[src/rtl/mem_access_pkg.sv]
`default_nettype none
// +----------------------------------------------------------------------+
// | mem_access_pkg - shared encodings for the load/store memory unit     |
// | Rev 1.0                                                              |
// +----------------------------------------------------------------------+
package mem_access_pkg;

  localparam int LANE_W = 8;

  typedef enum logic [1:0] {
    SZ_BYTE = 2'b00,
    SZ_HALF = 2'b01,
    SZ_WORD = 2'b10,
    SZ_ILL  = 2'b11
  } size_e;

  typedef enum logic [2:0] {
    ST_IDLE   = 3'd0,
    ST_LOAD   = 3'd1,
    ST_STORE  = 3'd2,
    ST_RMW_RD = 3'd3,
    ST_RMW_WR = 3'd4,
    ST_FAULT  = 3'd5
  } state_e;

endpackage
`default_nettype wire

[src/rtl/mem_access_unit_if.sv]
`default_nettype none
// +----------------------------------------------------------------------+
// | mem_access_unit_if - CPU request/response bundle for mem_access_unit |
// | Rev 1.0                                                              |
// +----------------------------------------------------------------------+
interface mem_access_unit_if #(
  parameter int ADDR_W = 32
);
  logic              req;
  logic              wr;
  logic [1:0]        size;
  logic              uns;
  logic [ADDR_W-1:0] addr;
  logic [31:0]       wdata;
  logic              ready;
  logic              done;
  logic              err;
  logic [31:0]       rdata;

  modport master (output req, wr, size, uns, addr, wdata,
                  input  ready, done, err, rdata);
  modport slave  (input  req, wr, size, uns, addr, wdata,
                  output ready, done, err, rdata);
endinterface
`default_nettype wire

[src/rtl/mem_lane_align.sv]
`default_nettype none
// +----------------------------------------------------------------------+
// | mem_lane_align - little-endian lane extract/extend and store merge   |
// | Rev 1.0                                                              |
// +----------------------------------------------------------------------+
module mem_lane_align
  import mem_access_pkg::*;
(
  input  wire logic [31:0] rd_word_i,
  input  wire logic [31:0] wdata_i,
  input  wire logic [1:0]  size_i,
  input  wire logic        uns_i,
  input  wire logic [1:0]  ofs_i,
  output logic      [31:0] load_o,
  output logic      [31:0] merge_o
);

  logic [LANE_W-1:0]   w_byte;
  logic [2*LANE_W-1:0] w_half;

  always_comb begin
    w_byte  = rd_word_i[{ofs_i, 3'b000} +: LANE_W];
    w_half  = ofs_i[1] ? rd_word_i[31:16] : rd_word_i[15:0];
    load_o  = rd_word_i;
    merge_o = rd_word_i;
    case (size_i)
      SZ_BYTE: begin
        load_o = {{24{~uns_i & w_byte[7]}}, w_byte};
        merge_o[{ofs_i, 3'b000} +: LANE_W] = wdata_i[7:0];
      end
      SZ_HALF: begin
        load_o = {{16{~uns_i & w_half[15]}}, w_half};
        if (ofs_i[1]) merge_o[31:16] = wdata_i[15:0];
        else          merge_o[15:0]  = wdata_i[15:0];
      end
      default: ;
    endcase
  end

endmodule
`default_nettype wire

[src/rtl/mem_access_unit.sv]
`default_nettype none
// +----------------------------------------------------------------------+
// | mem_access_unit - sub-word load/store to word RAM with fault checks  |
// | Rev 1.0                                                              |
// +----------------------------------------------------------------------+
module mem_access_unit
  import mem_access_pkg::*;
#(
  parameter int DEPTH  = 128,
  parameter int ADDR_W = 32
) (
  input  wire logic              clk,
  input  wire logic              rst_n,
  mem_access_unit_if.slave       cpu,
  output logic                   ram_we_o,
  output logic      [ADDR_W-1:0] ram_adr_o,
  output logic      [31:0]       ram_din_o,
  input  wire logic [31:0]       ram_dout_i
);

  localparam logic [ADDR_W-1:0] c_depth = ADDR_W'(DEPTH);

  state_e            state_q, state_d;
  logic              wr_q, wr_d;
  logic [1:0]        size_q, size_d;
  logic              uns_q, uns_d;
  logic [ADDR_W-1:0] addr_q, addr_d;
  logic [31:0]       wdata_q, wdata_d;
  logic [31:0]       merge_q, merge_d;
  logic [31:0]       rdata_q, rdata_d;
  logic              done_q, done_d;
  logic              err_q, err_d;

  logic [31:0] w_load;
  logic [31:0] w_merge;
  logic        w_fault;

  mem_lane_align u_align (
    .rd_word_i (ram_dout_i),
    .wdata_i   (wdata_q),
    .size_i    (size_q),
    .uns_i     (uns_q),
    .ofs_i     (addr_q[1:0]),
    .load_o    (w_load),
    .merge_o   (w_merge)
  );

  // Evaluated on the live request so a bad access never leaves IDLE for a RAM state.
  assign w_fault = (cpu.size == SZ_ILL)
                || (cpu.size == SZ_HALF && cpu.addr[0])
                || (cpu.size == SZ_WORD && cpu.addr[1:0] != 2'b00)
                || ({2'b00, cpu.addr[ADDR_W-1:2]} >= c_depth);

  always_comb begin
    state_d = state_q;
    wr_d    = wr_q;
    size_d  = size_q;
    uns_d   = uns_q;
    addr_d  = addr_q;
    wdata_d = wdata_q;
    merge_d = merge_q;
    rdata_d = rdata_q;
    done_d  = 1'b0;
    err_d   = 1'b0;
    case (state_q)
      ST_IDLE: begin
        if (cpu.req) begin
          wr_d    = cpu.wr;
          size_d  = cpu.size;
          uns_d   = cpu.uns;
          addr_d  = cpu.addr;
          wdata_d = cpu.wdata;
          if (w_fault)                 state_d = ST_FAULT;
          else if (!cpu.wr)            state_d = ST_LOAD;
          else if (cpu.size == SZ_WORD) state_d = ST_STORE;
          else                         state_d = ST_RMW_RD;
        end
      end
      ST_LOAD: begin
        rdata_d = w_load;
        done_d  = 1'b1;
        state_d = ST_IDLE;
      end
      ST_STORE: begin
        done_d  = 1'b1;
        state_d = ST_IDLE;
      end
      ST_RMW_RD: begin
        merge_d = w_merge;
        state_d = ST_RMW_WR;
      end
      ST_RMW_WR: begin
        done_d  = 1'b1;
        state_d = ST_IDLE;
      end
      ST_FAULT: begin
        done_d  = 1'b1;
        err_d   = 1'b1;
        state_d = ST_IDLE;
      end
      default: state_d = ST_IDLE;
    endcase
  end

  always_ff @(posedge clk or negedge rst_n) begin
    if (!rst_n) begin
      state_q <= ST_IDLE;
      wr_q    <= 1'b0;
      size_q  <= 2'b00;
      uns_q   <= 1'b0;
      addr_q  <= '0;
      wdata_q <= '0;
      merge_q <= '0;
      rdata_q <= '0;
      done_q  <= 1'b0;
      err_q   <= 1'b0;
    end else begin
      state_q <= state_d;
      wr_q    <= wr_d;
      size_q  <= size_d;
      uns_q   <= uns_d;
      addr_q  <= addr_d;
      wdata_q <= wdata_d;
      merge_q <= merge_d;
      rdata_q <= rdata_d;
      done_q  <= done_d;
      err_q   <= err_d;
    end
  end

  assign cpu.ready = (state_q == ST_IDLE);
  assign cpu.done  = done_q;
  assign cpu.err   = err_q;
  assign cpu.rdata = rdata_q;

  assign ram_we_o  = wr_q && (state_q == ST_STORE || state_q == ST_RMW_WR);
  assign ram_adr_o = {addr_q[ADDR_W-1:2], 2'b00};
  assign ram_din_o = (state_q == ST_RMW_WR) ? merge_q : wdata_q;

endmodule
`default_nettype wire

[src/flat_wrapper.sv]
// flat-port wrapper written by rule: the top's interface ports become plain ports
module mem_access_unit_flat import mem_access_pkg::*;
#(
  parameter int DEPTH  = 128,
  parameter int ADDR_W = 32
)
  (clk, rst_n, ram_we_o, ram_adr_o, ram_din_o, ram_dout_i, cpu_req, cpu_wr, cpu_size, cpu_uns, cpu_addr, cpu_wdata, cpu_ready, cpu_done, cpu_err, cpu_rdata);
  mem_access_unit_if #(.ADDR_W(ADDR_W)) cpu_i ();
  input  wire logic clk;
  input  wire logic rst_n;
  output logic ram_we_o;
  output logic      [ADDR_W-1:0] ram_adr_o;
  output logic      [31:0] ram_din_o;
  input  wire logic [31:0] ram_dout_i;
  input wire logic [$bits(cpu_i.req)-1:0] cpu_req;
  input wire logic [$bits(cpu_i.wr)-1:0] cpu_wr;
  input wire logic [$bits(cpu_i.size)-1:0] cpu_size;
  input wire logic [$bits(cpu_i.uns)-1:0] cpu_uns;
  input wire logic [$bits(cpu_i.addr)-1:0] cpu_addr;
  input wire logic [$bits(cpu_i.wdata)-1:0] cpu_wdata;
  output wire logic [$bits(cpu_i.ready)-1:0] cpu_ready;
  output wire logic [$bits(cpu_i.done)-1:0] cpu_done;
  output wire logic [$bits(cpu_i.err)-1:0] cpu_err;
  output wire logic [$bits(cpu_i.rdata)-1:0] cpu_rdata;
  assign cpu_i.req = cpu_req;
  assign cpu_i.wr = cpu_wr;
  assign cpu_i.size = cpu_size;
  assign cpu_i.uns = cpu_uns;
  assign cpu_i.addr = cpu_addr;
  assign cpu_i.wdata = cpu_wdata;
  assign cpu_ready = cpu_i.ready;
  assign cpu_done = cpu_i.done;
  assign cpu_err = cpu_i.err;
  assign cpu_rdata = cpu_i.rdata;
  mem_access_unit #(.DEPTH(DEPTH), .ADDR_W(ADDR_W)) u_core (.clk(clk), .rst_n(rst_n), .cpu(cpu_i), .ram_we_o(ram_we_o), .ram_adr_o(ram_adr_o), .ram_din_o(ram_din_o), .ram_dout_i(ram_dout_i));
endmodule
[config.mk]
export PLATFORM = sky130hd
export DESIGN_NAME = mem_access_unit_flat
export DESIGN_NICKNAME = d
export VERILOG_FILES = /design/src/rtl/mem_access_pkg.sv /design/src/rtl/mem_access_unit_if.sv /design/src/rtl/mem_lane_align.sv /design/src/rtl/mem_access_unit.sv /design/src/flat_wrapper.sv
export SDC_FILE = /design/constraint.sdc
export NUM_CORES = 1
export LEC_CHECK = 0
export CORE_UTILIZATION = 30
export DETAILED_ROUTE_END_ITERATION = 12
export DONT_BUFFER_PORTS = 1
export PLACE_DENSITY_LB_ADDON = 0.12
export SYNTH_ARGS = -nofsm -noshare
export SYNTH_HDL_FRONTEND = slang
export SYNTH_SLANG_ARGS = --single-unit
[constraint.sdc]
create_clock -name clk -period 2.55 [get_ports clk]
set_input_delay 0.3825 -clock clk [delete_from_list [all_inputs] [get_ports clk]]
set_output_delay 0.3825 -clock clk [all_outputs]
set_load 0.01 [all_outputs]
==> results.md, run 1 <==
* Run status: finished with violations
* Violated checks: hold timing
* Dpl ws at 0.244 ns
* Max-slew violation count at 0
* Starting DRC count in detailed routing at slightly below 600
* Via count of the first global-routing pass at ~6000
* Leading cell types in the layout, fill and taps excluded: sky130_fd_sc_hd__nand2_1, sky130_fd_sc_hd__dfrtp_1, sky130_fd_sc_hd__nor2_1
* Via density per instance at 5.32
* Power per standard cell area at between 900 and 1000 nW/µm²
* Post-route clock period utilization at 0.939
* Estimated wirelength of the detail-placed design at around 17 mm
* Overall die area at ~25000 µm²
* Transition at the pin with the smallest max-transition slack at 1.20 ns
* Post-synth EDFFs at 0
* Height of the die at roughly 160 µm
* Total clock buffers created by CTS at 17
* Final-layout setup total negative slack at 0 ns
* IO Count at a little over 200
* Count of antenna-violating nets left after detailed routing at 0
* Slew margin rel. at 0.196
* Asr flop ratio synth at 1.00
* Cell type with the largest total area after synthesis: sky130_fd_sc_hd__dfrtp_1
* Worst hold slack at -0.336 ns
* Remaining routing DRC violations at 0
* Router iterations before antenna repair at 5
* Most used flip-flop cell after synthesis: sky130_fd_sc_hd__dfrtp_1
* Fraction of final layout cells with drive strength greater than 1 at 0.157
* CP Data Arrival Time at about 2.0 ns
* Number of placed instances with taps included at ~1100
* Most common library cell in the layout ignoring fill and taps: sky130_fd_sc_hd__nand2_1
* Largest net degree at the start of global routing at approximately 140
* Total setup violations reported at the end of the flow at 0
* Maximum clock insertion buffer count at 2
* Initial standard-cell utilization of the core at 0.304
* Unrepaired setup endpoints after global routing: no
* Register area share after synthesis at 0.465
* Layout area overhead at 9.23%
* CP startpoint kind: flop
* Main area contributors after synthesis: sky130_fd_sc_hd__dfrtp_1, sky130_fd_sc_hd__nand2_1, sky130_fd_sc_hd__mux2_2
* Worst ir drop on vdd at between 0.4 and 0.5 mV
* Syn Std Cell Area at 7380 µm²
* Leakage at 3.49 nW
* Final Routed Wirelength at ~24 mm
* Max-capacitance violation count at 0
* Type of the worst setup path: reg -> out
* Final setup margin at 0.155 ns
* Number of standard-cell rows in the floorplan at 57
* Port Buffers at 0
* Total power consumption of the routed design at 7.53 mW
* Min-Delay Path Class: in -> async
* Global-route usage over all layers at 0.191
* Number of nets in the layout at around 880
* Count of non-filler cells in the finished layout at between 1000 and 1500
* Req. time, crit path at 2.17 ns
* Share of Yosys cell area claimed by the top area cell type at 0.465
* Endpoint class of the critical path: output pin
* Fin Clk Skew at between 0.015 and 0.02 ns
* Utilization after layout at 0.332
* Yosys warnings at 0
* Die outline width at between 150 and 200 µm
* Highest net fanout along the worst path at 22
* Post-layout min period at 2.40 ns
* Clock-pin slew on the worst setup and hold paths at ~0.07 ns
* Mapped Avg Cell Area at ~9 µm²
* Floorplan core area at 24200 µm²
* Global-route wire length before repair at between 30 and 40 mm
* Clock tree from TritonCTS: yes
* Synth Register Bits at 137
* Mean routed wirelength per cell at around 22 µm
* Weighted congestion reported at the end of routability-driven placement at around 0.86
* Vias after detailed routing at approximately 5900
* Antenna violations before repair at 0
* Maximum clock frequency at 417 MHz
* Count of endpoints failing hold in the final timing report at 137
* Insertion delay of the later-clocked pin in the worst-skew pair at roughly 0.42 ns
* Clock Tree Root: sky130_fd_sc_hd__clkbuf_16
* Number of distinct library cells after synthesis at 48
* Residual overflow from global routing at 0
* Count of antenna diodes in the layout at 0
* Number of instances in the synthesized netlist at between 800 and 900
* # clock sinks at about 140
* Maximum level of the CTS H-tree at 4
[critical path, stage by stage, from the launching register on]
cell	delay, ns
sky130_fd_sc_hd__dfrtp_1	0.56
sky130_fd_sc_hd__nor3b_4	0.26
sky130_fd_sc_hd__buf_4	0.34
sky130_fd_sc_hd__mux2_2	0.43
[where the power goes]
group          switching (mW)  total, mW  internal [mW]
sequential              0.570       3.18           2.61
combinational            1.01       1.72          0.707
clock                    1.03       2.64           1.61
[final cells by class]
class	instances	area [µm²]
clock inverter	12	165
inverter	6	22.5
timing repair buffer	22	190
clock buffer	20	457
multi-input combinational	585	3390
tap	324	405
sequential	137	3430
fill	2572	16200
[what timing repair did]
| action | CTS | global route |
|---|---|---|
| gates resized for setup | 0 | 1 |
| setup buffers | 0 | 0 |
| endpoints found under the hold margin | 137 | 137 |
| setup endpoints to repair | 0 | 1 |
[cell usage after synthesis (all sizes together) (2+ instances only)]
cell type  number
nand2         250
dfrtp         137
buf            71
nor2           60
a21oi          53
mux2           32
a22o           30
clkbuf         23
a222oi         20
o21ai          16
a22oi          12
nor3           12
a31oi           9
nand2b          9
or2             9
a221oi          8
o221a           7
inv             6
nor2b           6
nor3b           6
o21a            6
and3b           5
ha              5
nor4            5
o2111ai         5
nor4bb          3
a21o            2
and2            2
mux2i           2
[kinds of logic (layout without fill, tap and decap cells)]
family	after synthesis	after routing	share of synthesized area
buffers and inverters	100	60	0.0789
DFF	137	137	0.465
AOI/OAI and AO/OA	173	173	0.179
muxes	34	34	0.0516
adders and majority gates	5	5	0.00848
other	1	2	0.000508
and+or+nand+nor	370	370	0.216
xor gates and xnor gates	1	1	0.00119
[state kept, by name, indices dropped and copies added (netlist names)]
signal and count:
u_core.wdata_q 32, u_core.wr_q 1, u_core.merge_q 32, u_core.cpu.rdata 32, u_core.cpu.done 1, u_core.state_q 3, u_core.cpu.err 1, u_core.addr_q 32
u_core.uns_q 1, u_core.size_q 2
[worst paths after layout]
kind / startpoint / end / slack (ns) / cells past startpoint
max reg2reg: u_core.addr_q[0]$_DFFE_PN0P_ / u_core.merge_q[31]$_DFFE_PN0P_ / 0.32 / 7
max in group asynchronous: rst_n / u_core.wdata_q[25]$_DFFE_PN0P_ / 2.71 / 0
max: u_core.state_q[2]$_DFFE_PN0P_ / ram_din_o[8] / 0.15 / 3
min reg2reg: u_core.wdata_q[19]$_DFFE_PN0P_ / u_core.wdata_q[19]$_DFFE_PN0P_ / 0.47 / 2
min in group clk: cpu_addr[27] / u_core.addr_q[27]$_DFFE_PN0P_ / 0.06 / 2
min: rst_n / u_core.cpu.rdata[12]$_DFFE_PN0P_ / -0.34 / 0
[metal layers]
metal / wire length, µm / global-route usage / part of all wire
met5: 0 / 0 / 0
met1: 10200 / 0.248 / 0.43
met2: 11000 / 0.300 / 0.46
met4: 318 / 0.0525 / 0.013
met3: 2450 / 0.0661 / 0.10
[stage by stage]
step                area [µm²]  hold slack [ns]
finish                    8060           -0.336
global route              8060           -0.371
CTS                       8060           -0.363
detailed placement        7430           0.0970
global placement          7430           0.0968
floorplan                 7380           0.0869
No activity file was read; power rests on OpenSTA's default activity.
==> inputs of run 2 (changes only) <==
--- a/config.mk
+++ b/config.mk
@@ -5,7 +5,9 @@
 export SDC_FILE = /design/constraint.sdc
 export NUM_CORES = 1
 export LEC_CHECK = 0
-export CORE_UTILIZATION = 30
+export ABC_AREA = 1
+export CORE_UTILIZATION = 25
+export CTS_CLUSTER_SIZE = 16
 export DETAILED_ROUTE_END_ITERATION = 12
 export DONT_BUFFER_PORTS = 1
 export PLACE_DENSITY_LB_ADDON = 0.12
==> run 2 against run 1 <==
The run still ends with hold timing left. Critical endpoint is now ram_din_o[31]. Area after synthesis grew 5.0%. Clock skew shrank 0.0021 ns. Critical path depth grew 3. Highest routed layer unchanged.
==> results.md, run 2 <==
* Post-route clock period utilization at 0.888
* Maximum clock frequency at around 440 MHz
* Via density per instance at 4.73
* Run status: finished with violations
* Highest net fanout along the worst path at 24
* Leakage at slightly above 4 nW
* Layout area overhead at 12.3%
* Residual overflow from global routing at 0
* Worst path cell trace: inv_2 > nor2_2 > inv_2 > nand2_1 > o21ai_1 > buf_4
* Top-count cell post-synth: sky130_fd_sc_hd__nand2_1
* IO Count at 203
* Total setup violations reported at the end of the flow at 0
* Asr flop ratio synth at 1.00
* CP Data Arrival Time at 1.88 ns
* Number of instances in the synthesized netlist at between 1000 and 1500
* Final Routed Wirelength at ~28 mm
* Most common library cell in the layout ignoring fill and taps: sky130_fd_sc_hd__nand2_1
* Unrepaired setup endpoints after global routing: no
* Register area share after synthesis at 0.443
* Total setup buffers inserted after CTS at 0
* # clock sinks at around 140
* Req. time, crit path at approximately 2.2 ns
* Type of the worst setup path: reg -> out
* Clock Tree Root: sky130_fd_sc_hd__clkbuf_16
* Largest net degree at the start of global routing at around 140
* Cell type with the largest total area after synthesis: sky130_fd_sc_hd__dfrtp_1
* Count of antenna-violating nets left after detailed routing at 0
* Count of antenna diodes in the layout at 0
* Largest stage delay on the critical path at 0.51 ns
* Max-capacitance violation count at 0
* Floorplan core area at approximately 31000 µm²
* Post_cts resized at 0
* Number of standard-cell rows in the floorplan at 64
* Endpoint class of the critical path: output pin
* Clock-pin slew on the worst setup and hold paths at 0.07 ns
* Insertion delay of the later-clocked pin in the worst-skew pair at around 0.44 ns
* Final setup margin at 0.286 ns
* Fraction of final layout cells with drive strength greater than 1 at 0.106
* Mapped Avg Cell Area at between 7 and 8 µm²
* Share of Yosys cell area claimed by the top area cell type at 0.443
* Leading cell types in the layout, fill and taps excluded: sky130_fd_sc_hd__nand2_1, sky130_fd_sc_hd__dfrtp_1, sky130_fd_sc_hd__inv_1
* Antenna violations before repair at 0
* Die outline width at between 150 and 200 µm
* Number of nets in the layout at approximately 1100
* Transition at the pin with the smallest max-transition slack at slightly below 0.8 ns
* Max-slew violation count at 0
* Yosys warnings at 0
* Power per standard cell area at ~1300 nW/µm²
* Clock tree from TritonCTS: yes
* Maximum clock insertion buffer count at 2
* Worst ir drop on vdd at a little over 0.5 mV
* CP max-delay cell: sky130_fd_sc_hd__dfrtp_1
* Vias after detailed routing at roughly 6800
* Synth Register Bits at around 140
* Most used flip-flop cell after synthesis: sky130_fd_sc_hd__dfrtp_1
* Post-layout min period at 2.26 ns
* Global-route usage over all layers at 0.181
* Dpl ws at roughly 0.67 ns
* Slew margin rel. at 0.485
* Overall die area at roughly 32000 µm²
* Leading cell types by count after synthesis: sky130_fd_sc_hd__nand2_1, sky130_fd_sc_hd__dfrtp_1, sky130_fd_sc_hd__inv_1
* Fin Clk Skew at about 0.013 ns
* Starting DRC count in detailed routing at between 500 and 600
* Worst hold slack at -0.346 ns
* Maximum level of the CTS H-tree at 4
* Syn Std Cell Area at 7750 µm²
* Count of endpoints failing hold in the final timing report at 137
* Min-Delay Path Class: in -> async
* Remaining routing DRC violations at 0
* Router iterations before antenna repair at 5
* Main area contributors after synthesis: sky130_fd_sc_hd__dfrtp_1, sky130_fd_sc_hd__nand2_1, sky130_fd_sc_hd__o21ai_0
* Height of the die at between 150 and 200 µm
* Total clock buffers created by CTS at 17
* Post-synth EDFFs at 0
* Cell with the most instances on the worst path: sky130_fd_sc_hd__inv_2
* Weighted congestion reported at the end of routability-driven placement at about 0.85
* Initial standard-cell utilization of the core at 0.254
* Estimated wirelength of the detail-placed design at roughly 20 mm
* Mean routed wirelength per cell at just under 20 µm
* Global-route wire length before repair at about 42 mm
* Port Buffers at 0
* Final-layout setup total negative slack at 0 ns
* Via count of the first global-routing pass at ~6500
* Violated checks: hold timing
* CP startpoint kind: flop
* Number of distinct library cells after synthesis at 35
## run 2: through the flow
stage	util	instances	area, µm²	hold slack [ns]	power (mW)
final	0.285	1429	8700	-0.346	11.2
after detailed placement	0.266	1397	8100	0.0932	8.68
after global routing	0.285	1429	8700	-0.372	12.1
after CTS	0.285	1429	8700	-0.382	11.3
after floorplan	-	1049	7750	0.0869	7.24
after global placement	0.266	1397	8100	0.0918	8.69
## run 2: path summary, 6_finish.rpt
path / startpoint / endpoint / slack [ns] / cells after the start
min in group clk: cpu_wdata[25] / u_core.wdata_q[25]$_DFFE_PN0P_ / 0.06 / 2
worst min-delay path: rst_n / u_core.merge_q[16]$_DFFE_PN0P_ / -0.35 / 0
worst min register to register: u_core.wdata_q[21]$_DFFE_PN0P_ / u_core.wdata_q[21]$_DFFE_PN0P_ / 0.48 / 2
worst max register to register: u_core.addr_q[0]$_DFFE_PN0P_ / u_core.merge_q[27]$_DFFE_PN0P_ / 0.65 / 7
max in group asynchronous: rst_n / u_core.wdata_q[31]$_DFFE_PN0P_ / 2.70 / 0
worst max-delay path: u_core.state_q[2]$_DFFE_PN0P_ / ram_din_o[31] / 0.29 / 6
## run 2: layer usage
layer,track usage,share of wire,vias to the layer above
met5,0,0,-
li1,-,-,3309
met2,0.282,0.46,213
met4,0.0434,0.011,0
met1,0.251,0.45,3225
met3,0.0441,0.071,17
## run 2: logic make-up after synthesis
kind of cell             count (synthesis)  share of synthesized area
AO/OA/AOI/OAI                          245                      0.181
other                                    1                   0.000484
AND/OR/NAND/NOR                        464                      0.248
flip-flops                             137                      0.443
adder cells (fa/ha/maj)                  5                    0.00808
buffers and inverters                  196                      0.120
## run 2: layout make-up
class                   count  area [µm²]
inverters                 103         389
multi-input cells         716        3400
clock buffers              18         429
clock inverters            14         164
flip-flops and latches    137        3430
fillers                  3339       21800
repair buffers             45         388
well taps                 396         495
## run 2: critical path: cells and delay by family, from the launching register on
family	cells	cell delay, ns
buf+inv	3	0.46
flops	1	0.51
simple gates	2	0.39
compound gates	1	0.07
## run 2: where the power goes
part,switching [mW],internal [mW],leakage [nW]
Sequential,0.925,2.99,1.59
Combinational,3.03,1.68,2.17
Clock,1.12,1.47,0.286
Total,5.07,6.14,4.04
==> inputs of run 3 (changes only) <==
--- a/config.mk
+++ b/config.mk
@@ -6,11 +6,12 @@
 export NUM_CORES = 1
 export LEC_CHECK = 0
 export ABC_AREA = 1
-export CORE_UTILIZATION = 25
+export CORE_UTILIZATION = 50
 export CTS_CLUSTER_SIZE = 16
 export DETAILED_ROUTE_END_ITERATION = 12
 export DONT_BUFFER_PORTS = 1
 export PLACE_DENSITY_LB_ADDON = 0.12
+export REMOVE_ABC_BUFFERS = 1
 export SYNTH_ARGS = -nofsm -noshare
 export SYNTH_HDL_FRONTEND = slang
 export SYNTH_SLANG_ARGS = --single-unit
==> run 3 against run 2 <==
Critical path depth is 1 lower. First-iteration DRC count is 3.1% lower. Global-route usage is 9.8 points higher. Via count is 2.3% lower. Largest cell class unchanged. Routed wire length is 23% lower. Sequential power is 2% lower. Highest routed layer unchanged. Final area is 5.4% lower. The run still ends with hold timing left.
==> results.md, run 3 (synthesized netlist as in run 2, its figures left out) <==
* Run status: finished with violations
* Violated checks: hold timing
* Leakage at 3.91 nW
* Post-route clock period utilization at 0.886
* Max layer used: met4
* Residual overflow from global routing at 0
* Max-slew violation count at 0
* Estimated wirelength of the detail-placed design at ~15 mm
* Antenna violations before repair at 0
* Unrepaired setup endpoints after global routing: no
* Via count of the first global-routing pass at about 6200
* Insertion delay of the later-clocked pin in the worst-skew pair at between 0.4 and 0.5 ns
* Fillers at 1484
* Highest net fanout along the worst path at 18
* CP startpoint kind: flop
* Endpoint class of the critical path: output pin
* Height of the die at about 130 µm
* Remaining routing DRC violations at 0
* Number of cell instances on the worst register-to-register path at 5
* Capture point of the worst reg-to-reg path: u_core.merge_q[22]$_DFFE_PN0P_
* Total setup buffers inserted after CTS at 0
* Initial standard-cell utilization of the core at 0.511
* Metal1 wirelength at between 9 and 10 mm
* Maximum level of the CTS H-tree at 4
* Met3 WL at approximately 1.7 mm
* Worst ir drop on vdd at ~0.7 mV
* Power per standard cell area at 1280 nW/µm²
* Fraction of final layout cells with drive strength greater than 1 at 0.0852
* Maximum clock frequency at between 400 and 500 MHz
* Starting DRC count in detailed routing at 496
* Min-Delay Path Class: in -> async
* Post_cts resized at 0
* Dpl ws at between 0.6 and 0.7 ns
* CP Data Arrival Time at approximately 1.9 ns
* Maximum clock insertion buffer count at 2
* Final Routed Wirelength at around 22 mm
* Total setup violations reported at the end of the flow at 0
* Leading cell types in the layout, fill and taps excluded: sky130_fd_sc_hd__nand2_1, sky130_fd_sc_hd__dfrtp_1, sky130_fd_sc_hd__inv_1
* Floorplan core area at roughly 15000 µm²
* Number of placed instances with taps included at 1165
* Type of the worst setup path: reg -> out
* Slew margin rel. at 0.541
* Die outline width at 126 µm
* Mean routed wirelength per cell at 18.0 µm
* Number of nets in the layout at approximately 1100
* Post-layout min period at approximately 2.3 ns
* Count of non-filler cells in the finished layout at ~1200
* Most common library cell in the layout ignoring fill and taps: sky130_fd_sc_hd__nand2_1
* Routed met2 length at between 9 and 10 mm
* Utilization after layout at 0.543
* RR Startpoint: u_core.addr_q[1]$_DFFE_PN0P_
* Largest net degree at the start of global routing at between 100 and 150
* Count of antenna-violating nets left after detailed routing at 0
* Clock-pin slew on the worst setup and hold paths at roughly 0.06 ns
* Clock Tree Root: sky130_fd_sc_hd__clkbuf_16
* Vias after detailed routing at roughly 6600
* Total clock buffers created by CTS at 17
* Register-to-register setup slack at approximately 0.6 ns
* Total power consumption of the routed design at 10.5 mW
* Worst Setup SP: u_core.state_q[2]$_DFFE_PN0P_
* Router iterations before antenna repair at 5
* Layout area overhead at 6.17%
* Fin Clk Skew at between 0.008 and 0.009 ns
* Port Buffers at 0
* Worst hold slack at -0.345 ns
* Count of antenna diodes in the layout at 0
* # clock sinks at 137
* Req. time, crit path at roughly 2.2 ns
* Overall die area at between 15000 and 20000 µm²
* Global-route usage over all layers at 0.279
* Final setup margin at 0.290 ns
* Clock tree from TritonCTS: yes
* Global-route wire length before repair at 34.3 mm
* Weighted congestion reported at the end of routability-driven placement at ~0.85
* Number of standard-cell rows in the floorplan at 45
* IO Count at 203
* Count of endpoints failing hold in the final timing report at 137
* Max-capacitance violation count at 0
* Transition at the pin with the smallest max-transition slack at just under 0.7 ns
* Via density per instance at roughly 5.5
-- run 3: final cells by class --
class                      instances  area (µm²)  share of cell area
sequential                       137        3430               0.417
multi-input combinational        716        3410               0.414
clock buffer                      17         425              0.0517
inverter                         103         389              0.0473
tap                              188         235              0.0286
timing repair buffer              21         170              0.0207
clock inverter                    15         168              0.0204
-- run 3: worst max-delay path by stage --
stage | depth (start not counted) | end
3_5_place_dp | 5 | u_core.merge_q[22]$_DFFE_PN0P_
6_report | 5 | ram_din_o[9]
4_1_cts | 5 | ram_din_o[23]
3_3_place_gp | 5 | u_core.merge_q[18]$_DFFE_PN0P_
2_1_floorplan | 7 | u_core.merge_q[0]$_DFFE_PN0P_
5_1_grt | 5 | ram_din_o[14]
-- run 3: power by group --
group | internal [mW] | switching (mW) | total (mW) | leakage [nW]
clock network | 1.46 | 1.02 | 2.48 | 0.278
registers | 2.99 | 0.859 | 3.85 | 1.59
logic | 1.34 | 2.87 | 4.21 | 2.04
-- run 3: through the flow --
step	cell area, µm²	setup TNS (ns)
finish	8220	0
global route	8220	0
CTS	8220	0
detailed placement	7630	0
global placement	7630	0
floorplan	7210	-27.44
-- run 3: worst max-delay path, stage by stage (launching register included) --
cell and delay [ns]:
sky130_fd_sc_hd__dfrtp_1 0.54, sky130_fd_sc_hd__inv_2 0.07, sky130_fd_sc_hd__nor2_2 0.24, sky130_fd_sc_hd__buf_4 0.30
sky130_fd_sc_hd__nand2_1 0.07, sky130_fd_sc_hd__o21ai_0 0.23
-- run 3: metal layers --
metal	global-route usage	vias to the layer above
li1	-	3255
met1	0.386	3078
met2	0.416	244
met3	0.0797	34
met4	0.101	0
met5	0	-
